**src/rtl/fetch_pkg.sv**
```systemverilog
// Shared types and constants for the instruction-fetch stage.
// Imported by the fetch stage and its skid buffer.
package fetch_pkg;

  localparam int XLEN = 32;

  localparam logic [XLEN-1:0] NOP_WORD = 32'h0000_0013;
  localparam logic [XLEN-1:0] PC_INC   = 32'd4;

  typedef enum logic [1:0] {
    IDLE,
    BUSY,
    DROP
  } fetch_state_t;

endpackage

```
**src/rtl/fetch_skid_buffer.sv**
```systemverilog
// One-entry {instr, pc} holding register.
// Catches a response that arrives while decode holds IF/ID.
module fetch_skid_buffer
  import fetch_pkg::*;
(
  input  logic            clk,
  input  logic            rst_n,
  input  logic            clear,
  input  logic            load,
  input  logic            pop,
  input  logic [XLEN-1:0] load_instr,
  input  logic [XLEN-1:0] load_pc,
  output logic            valid,
  output logic [XLEN-1:0] instr,
  output logic [XLEN-1:0] pc
);

  // Flush beats a fill; a fill beats a pop.
  always_ff @(posedge clk or negedge rst_n) begin
    if (!rst_n) begin
      valid <= 1'b0;
      instr <= '0;
      pc    <= '0;
    end else if (clear) begin
      valid <= 1'b0;
    end else if (load) begin
      valid <= 1'b1;
      instr <= load_instr;
      pc    <= load_pc;
    end else if (pop) begin
      valid <= 1'b0;
    end
  end

endmodule

```
**src/rtl/fetch_stage.sv**
```systemverilog
// Instruction fetch: PC, imem handshake and IF/ID register.
// Redirects on a taken branch and drops any stale response.
module fetch_stage #(
  parameter logic [31:0] RESET_PC  = 32'h0000_0000,
  parameter logic [31:0] NOP_INSTR = fetch_pkg::NOP_WORD
) (
  input  logic        clk,
  input  logic        rst_n,
  output logic        imem_req,
  output logic [31:0] imem_addr,
  input  logic        imem_ready,
  input  logic [31:0] imem_rdata,
  input  logic        stall,
  input  logic        branch_taken,
  input  logic [31:0] branch_pc,
  input  logic [31:0] branch_offset,
  output logic [31:0] if_id_instr,
  output logic [31:0] if_id_pc,
  output logic        if_id_valid
);

  import fetch_pkg::*;

  fetch_state_t state, state_nx;

  logic [31:0] pc, pc_nx, addr_nx;
  logic [31:0] target;
  logic        xfer, resp_ok, hold;
  logic        skid_valid, skid_load, skid_pop;
  logic        skid_valid_nx, valid_nx, can_issue;
  logic [31:0] skid_instr, skid_pc;

  assign target = (branch_pc + (branch_offset << 1))
                & 32'hFFFF_FFFC;

  assign imem_req  = (state != IDLE);
  assign xfer      = imem_req && imem_ready;
  assign resp_ok   = (state == BUSY) && xfer
                  && !branch_taken;
  assign hold      = stall && if_id_valid;
  assign skid_load = resp_ok && hold;
  assign skid_pop  = skid_valid && !hold
                  && !branch_taken;

  // Post-update view of IF/ID and skid for issue decisions.
  always_comb begin
    valid_nx      = 1'b0;
    skid_valid_nx = skid_valid;
    if (branch_taken) begin
      skid_valid_nx = 1'b0;
    end else if (hold) begin
      valid_nx      = 1'b1;
      skid_valid_nx = skid_valid || skid_load;
    end else begin
      valid_nx      = skid_valid || resp_ok;
      skid_valid_nx = 1'b0;
    end
  end

  assign can_issue = !skid_valid_nx
                  && !(stall && valid_nx);

  fetch_skid_buffer u_skid (
    .clk        (clk),
    .rst_n      (rst_n),
    .clear      (branch_taken),
    .load       (skid_load),
    .pop        (skid_pop),
    .load_instr (imem_rdata),
    .load_pc    (imem_addr),
    .valid      (skid_valid),
    .instr      (skid_instr),
    .pc         (skid_pc)
  );

  // Fetch FSM next state, next PC and next request address.
  always_comb begin
    state_nx = state;
    pc_nx    = pc;
    addr_nx  = imem_addr;
    unique case (state)
      IDLE: begin
        if (branch_taken) begin
          pc_nx = target;
        end else if (can_issue) begin
          addr_nx  = pc;
          state_nx = BUSY;
        end
      end
      BUSY: begin
        if (branch_taken) begin
          pc_nx    = target;
          state_nx = xfer ? IDLE : DROP;
        end else if (xfer) begin
          pc_nx = pc + PC_INC;
          if (can_issue) addr_nx = pc + PC_INC;
          else state_nx = IDLE;
        end
      end
      DROP: begin
        if (branch_taken) pc_nx = target;
        if (xfer) state_nx = IDLE;
      end
      default: state_nx = IDLE;
    endcase
  end

  // FSM, PC and request address registers.
  always_ff @(posedge clk or negedge rst_n) begin
    if (!rst_n) begin
      state     <= IDLE;
      pc        <= RESET_PC;
      imem_addr <= RESET_PC;
    end else begin
      state     <= state_nx;
      pc        <= pc_nx;
      imem_addr <= addr_nx;
    end
  end

  // IF/ID register: flush, then hold, then skid, then memory.
  always_ff @(posedge clk or negedge rst_n) begin
    if (!rst_n) begin
      if_id_valid <= 1'b0;
      if_id_instr <= NOP_INSTR;
      if_id_pc    <= '0;
    end else if (branch_taken) begin
      if_id_valid <= 1'b0;
      if_id_instr <= NOP_INSTR;
    end else if (hold) begin
      if_id_valid <= if_id_valid;
    end else if (skid_valid) begin
      if_id_valid <= 1'b1;
      if_id_instr <= skid_instr;
      if_id_pc    <= skid_pc;
    end else if (resp_ok) begin
      if_id_valid <= 1'b1;
      if_id_instr <= imem_rdata;
      if_id_pc    <= imem_addr;
    end else begin
      if_id_valid <= 1'b0;
      if_id_instr <= NOP_INSTR;
    end
  end

endmodule

```
**config.mk**
```make
export PLATFORM = sky130hd
export DESIGN_NAME = fetch_stage
export DESIGN_NICKNAME = d
export VERILOG_FILES = /design/src/rtl/fetch_pkg.sv /design/src/rtl/fetch_skid_buffer.sv /design/src/rtl/fetch_stage.sv
export SDC_FILE = /design/constraint.sdc
export NUM_CORES = 1
export LEC_CHECK = 0
export ABC_AREA = 1
export CAP_MARGIN = 20
export CORE_MARGIN = 1.5
export CORE_UTILIZATION = 47
export DETAILED_ROUTE_END_ITERATION = 8
export PLACE_DENSITY = 0.82
export SYNTH_ARGS = -nofsm -noshare
export SYNTH_HDL_FRONTEND = slang
export SYNTH_SLANG_ARGS = --single-unit
```
**constraint.sdc**
```tcl
create_clock -name clk -period 2.25 [get_ports clk]
set_input_delay 0.3375 -clock clk [delete_from_list [all_inputs] [get_ports clk]]
set_output_delay 0.3375 -clock clk [all_outputs]
set_load 0.05 [all_outputs]
```
Yosys cells after proc, flatten, opt, wreduce, memory -nomap -nowiden. Cells that the tools add are included.

Register bits after elaboration: 196. Input bits: 101. Output and inout port bits: 98. Word-level logic and storage cells: 87.

Add/subtract/negate cells: 2. Equality and inequality tests: 12. Multiplexer cells: 35. Bitwise gates (word level): 2. Reduce and logical (&&, ||, !) cells: 27.

Operators by type and width (number): 32-bit 2-to-1 mux (14); 32-bit one-hot mux with 2 select lines (2); 32-bit by 3-bit adder with 32-bit output, second input constant (1); 32-bit adder (1); 2-bit 2-to-1 mux (7); 2-bit != test, second input constant (7); 1-bit 2-to-1 mux (11); 1-bit logical AND (9); 2-bit nonzero test (4); 3-bit != test, second input constant (2); 2-bit one-hot mux with 3 select lines (1); 3-bit AND reduction (2); 6-bit AND reduction (1); 5-bit AND reduction (1); 1-bit logical NOT (4); 3-bit nonzero test (1); 2-bit by 1-bit equality test with 1-bit output, second input constant (1); 2-bit equality test, second input constant (1); 2-bit logical NOT (1); 1-bit logical OR (2); 2-bit by 1-bit != test with 1-bit output, second input constant (1); 1-bit NOT (2); 2-bit AND reduction (1); 2-bit OR reduction (1).

Depth between registers and ports, before layout.
Depth after elaboration: 14. Mapped depth: 13. Depth with buffers taken out: 13.

Cells and area by module. Synthesis repeated with hierarchy kept, for this count alone.

Cell total of the unflattened synthesis: 1646. Area total of the unflattened synthesis: 11529.8 um^2.

Modules (own cells, without submodules): fetch_stage (times used 1, cells an instance 1363, area an instance 8942.3 um^2, seq. area each 3181.8 um^2); fetch_skid_buffer (times used 1, cells an instance 283, area an instance 2587.5 um^2, seq. area each 1626.6 um^2).

Worst setup path before layout. Ideal clock, no wire load.

Path kind: in2reg. Start: input branch_pc[3]. End: register pc[16]. Arrival: 1616 ps. Required time: 2117 ps. Setup slack: 501 ps. Stages: 10. Buffers on the path: 0. Cell sequence: ha_1 nand2_1 o21ai_0 nand2_1 nand2_1 nand2_1 nand3_1 nand3_1 nand3_1 o21ai_0.

Longest elaborated chain between the ends: 3. Elaborated cells on any way between the ends: 4. Those cells by class: add/sub (1); mux (3).

Ends and longest elaborated chain: start, declared (line fetch_stage.sv:15) `input logic [31:0] branch_pc,`; 32-bit adder * (line fetch_stage.sv:33) `assign target = (branch_pc + (branch_offset << 1))`; 32-bit 2-to-1 mux, on equally long branches (line fetch_stage.sv:83, fetch_stage.sv:101, fetch_stage.sv:91); 32-bit one-hot mux with 2 select lines * (line fetch_stage.sv:81) `unique case (state)`; end signal, assigned (line fetch_stage.sv:116) `pc <= pc_nx;`; end, declared (line fetch_stage.sv:26) `logic [31:0] pc, pc_nx, addr_nx;`.

Every way passes the cells marked *; elsewhere a longest branch is shown, timed or not. The select of a mux whose other input is x is not followed. A chain may end at the register's enable or synchronous reset.

Worst setup path in the final report.
Start: register if_id_instr[4]. End: output if_id_instr[4].

RTL lines: start, declared (line fetch_stage.sv:17) `output logic [31:0] if_id_instr,`; start signal, assigned (line fetch_stage.sv:134) `if_id_instr <= skid_instr;`; start signal, assigned (line fetch_stage.sv:138) `if_id_instr <= imem_rdata;`.

No word-level cell between the ends.

==> impl_metrics.toml <==
[status]
status = "finished, final reports clean"

[timing]
post-route-period-util = 0.944
drv_slew = 0
fin_crit_ns = 2.12
setup_ws_ns = 0.126
rsz0062_at_grt = "no"
hold_viol = 0
setup_viol = 0
fmax_mhz = 471
max_slew.worst_pin.slew_ns = 0.565
skew_ns = 0.0118
slew_headroom = 0.622

[yosys]
synthCells = 1611
synth_edf_count = 0
synth.distinct_cells = 40
yosys.area_share.simple = 0.272
synthAdderAreaFrac = 0.0350
synthTopCellsByArea = "dfrtp_1, nand2_1, inv_1"
synth_top_flop_cell = "dfrtp_1"
yosysMostFrequentCell = "nand2_1"
synth_top_family_by_area = "simple AND/OR/NAND/NOR gates"
ys_ff_latch = 188
synth_common_cells = "nand2_1, inv_1, dfrtp_1"
post-synth-top-area-cell = "dfrtp_1"
synthesis.area_um2 = 11300
ys_seq_area_frac = 0.417
syn_area_per_cell_um2 = 7.01
synth_xor_area_frac = 0.0171
synth_compound_area_frac = 0.148
synth.area.mux_share = 0
yosysTopAreaCellShare = 0.410
ys_async_sr_fraction = 1.00
yosysWarnings = 0

[worst_setup_path]
path_buf_inv = 1
critPathSlowestCell = "clkdlybuf4s50_1"
required_ns = 1.91
crit_path_max_fanout = 2
path_delay_family = "buffers and inverters"
start_kind = "flop"
crit_chain = "clkdlybuf4s50_1"
cpPeakStageDelay_ns = 0.82
cp-end-kind = "output pin"
path_class = "flop to output pin"
crit_arrival_ns = 1.79

[global_routing]
grt_max_degree = 89
overflow = 0
grt_util_all_layers = 0.260
grt_pass1_wl_um = 51700
antenna_found_initial = 0
grt_pass1_vias = 10700

[floorplan]
floorplan.rows = 56
coreArea_um2 = 23500
io_pins = 199
dieArea_um2 = 25000
initial_core_util = 0.480
die_w_um = 158
die_y_um = 158

[pwr]
p_total_mw = 16.9
p_leak_nw = 7.18
powerDensity_nw_per_um2 = 1150
peakVddDrop_mv = 0.654

[cells_and_area]
stdcell_count = 2167
drive_gt1_frac = 0.0736
nets = 1967
nFillCells = 2094
finalInstanceArea_um2 = 14700
diodes = 0
final_util = 0.623
multiInputGateArea_um2 = 5360
regArea_um2 = 4710
syn_to_final_growth_pct = 29.8

[clocking]
cts.path.max_buffers = 2
cts_root_buf = "clkbuf_16"
clk_latency_ns = 0.43
cts.sinks = 188
cts.clk_slew.worst_paths_ns = 0.07
cts_buffers = 17
htreeDepth = 4
cts_tree = "yes"

[detailed_routing]
firstDrtPassIters = 7
drc = 0
viasPerCell = 5.16
vias = 11200
routed_wl_um = 31800
avgRoutedWirePerCell_um = 14.7
ant_nets = 0
drt_iter0_markers = 853

[flow_run]
maxCapViolCount = 0

[place]
gp_congestion = 0.954
place_hpwl_um = 23900
place_area_um2 = 14000
numPortBuffers = 192
pre_cts_ws_ns = -0.191
place_inst = 2134

[min_path]
hp-class = "primary input to async pin"
==> cell families (layout without fill, tap and decap cells) <==
kind of cell | count (synthesis) | after routing
AO/OA/AOI/OAI | 312 | 312
XOR/XNOR | 22 | 22
adder cells (fa/ha/maj) | 31 | 31
buffers and inverters | 306 | 540
flip-flops | 188 | 188
other | 1 | 4
AND/OR/NAND/NOR | 751 | 751
==> sequential cells by signal, summed over array words and instances (netlist names) <==
register      count
state             2
if_id_pc         30
u_skid.instr     32
u_skid.valid      1
if_id_valid       1
u_skid.pc        30
pc               30
imem_addr        30
if_id_instr      32
==> metrics by stage <==
step	TNS (ns)	hold WS, ns
CTS	0	0.409
global placement	-1.31	0.289
detailed placement	-1.77	0.290
floorplan	0	0.0419
finish	0	0.410
global route	0	0.434
==> cell usage in the layout (no fill, tap or decap), types with 3 or more instances in the layout <==
master / netlist / layout
a21oi_1: 82 / 82
a31oi_1: 30 / 30
buf_12: 0 / 12
buf_4: 5 / 66
bufinv_16: 0 / 3
clkbuf_16: 0 / 17
clkdlybuf4s50_1: 0 / 190
clkinv_4: 0 / 5
conb_1: 1 / 4
dfrtp_1: 185 / 184
dfstp_2: 3 / 3
ha_1: 30 / 30
inv_1: 230 / 230
inv_2: 7 / 7
inv_6: 0 / 3
nand2_1: 481 / 481
nand3_1: 88 / 88
nand3b_1: 3 / 3
nand4_1: 10 / 10
nor2_1: 112 / 110
nor2_2: 1 / 3
nor3_1: 46 / 46
o211ai_1: 17 / 17
o21ai_0: 102 / 102
o21ai_1: 65 / 65
o21ai_2: 3 / 3
o21bai_1: 4 / 4
o22ai_1: 6 / 6
xor2_1: 20 / 20
==> per-layer routing <==
metal  share of wire  wire, um  GRT usage  vias to the layer above
li1                -         -          -                     5592
met5               0         0          0                        -
met1            0.43     13600      0.326                     5103
met4           0.035      1110      0.110                        0
met2            0.47     14900      0.438                      407
met3           0.071      2250     0.0512                       73
==> power breakdown <==
part / total [mW] / internal (mW) / leakage, nW / switching, mW
logic: 8.19 / 2.80 / 4.48 / 5.39
clock network: 3.18 / 1.79 / 0.310 / 1.39
registers: 5.51 / 4.57 / 2.39 / 0.942
==> area by class of cell <==
| cell class | instances | share of cell area |
|---|---|---|
| tap | 319 | 0.0272 |
| multi-input combinational | 1120 | 0.366 |
| inverter | 237 | 0.0607 |
| sequential | 188 | 0.321 |
| clock inverter | 15 | 0.0143 |
| timing repair buffer | 271 | 0.182 |
| clock buffer | 17 | 0.0290 |
==> path summary, 6_finish.rpt <==
path,endpoint,slack [ns],from,cells after the start
min reg2reg,if_id_instr[19],0.48,if_id_instr[19],2
max,if_id_instr[4],0.13,if_id_instr[4],1
max reg2reg,pc[14],0.23,pc[12],9
max in group asynchronous,pc[24],1.15,rst_n,3
min in group clk,if_id_instr[19],0.48,if_id_instr[19],2
min,if_id_instr[19],0.41,rst_n,2
==> repair_timing <==
action	4_1_cts	5_1_grt
endpoints found under the setup margin	1	1
hold buffers	1	0
endpoints found under the hold margin	41	0
setup buffers	0	0
resized for setup	1	1
Power figures use the tool's default switching activity.
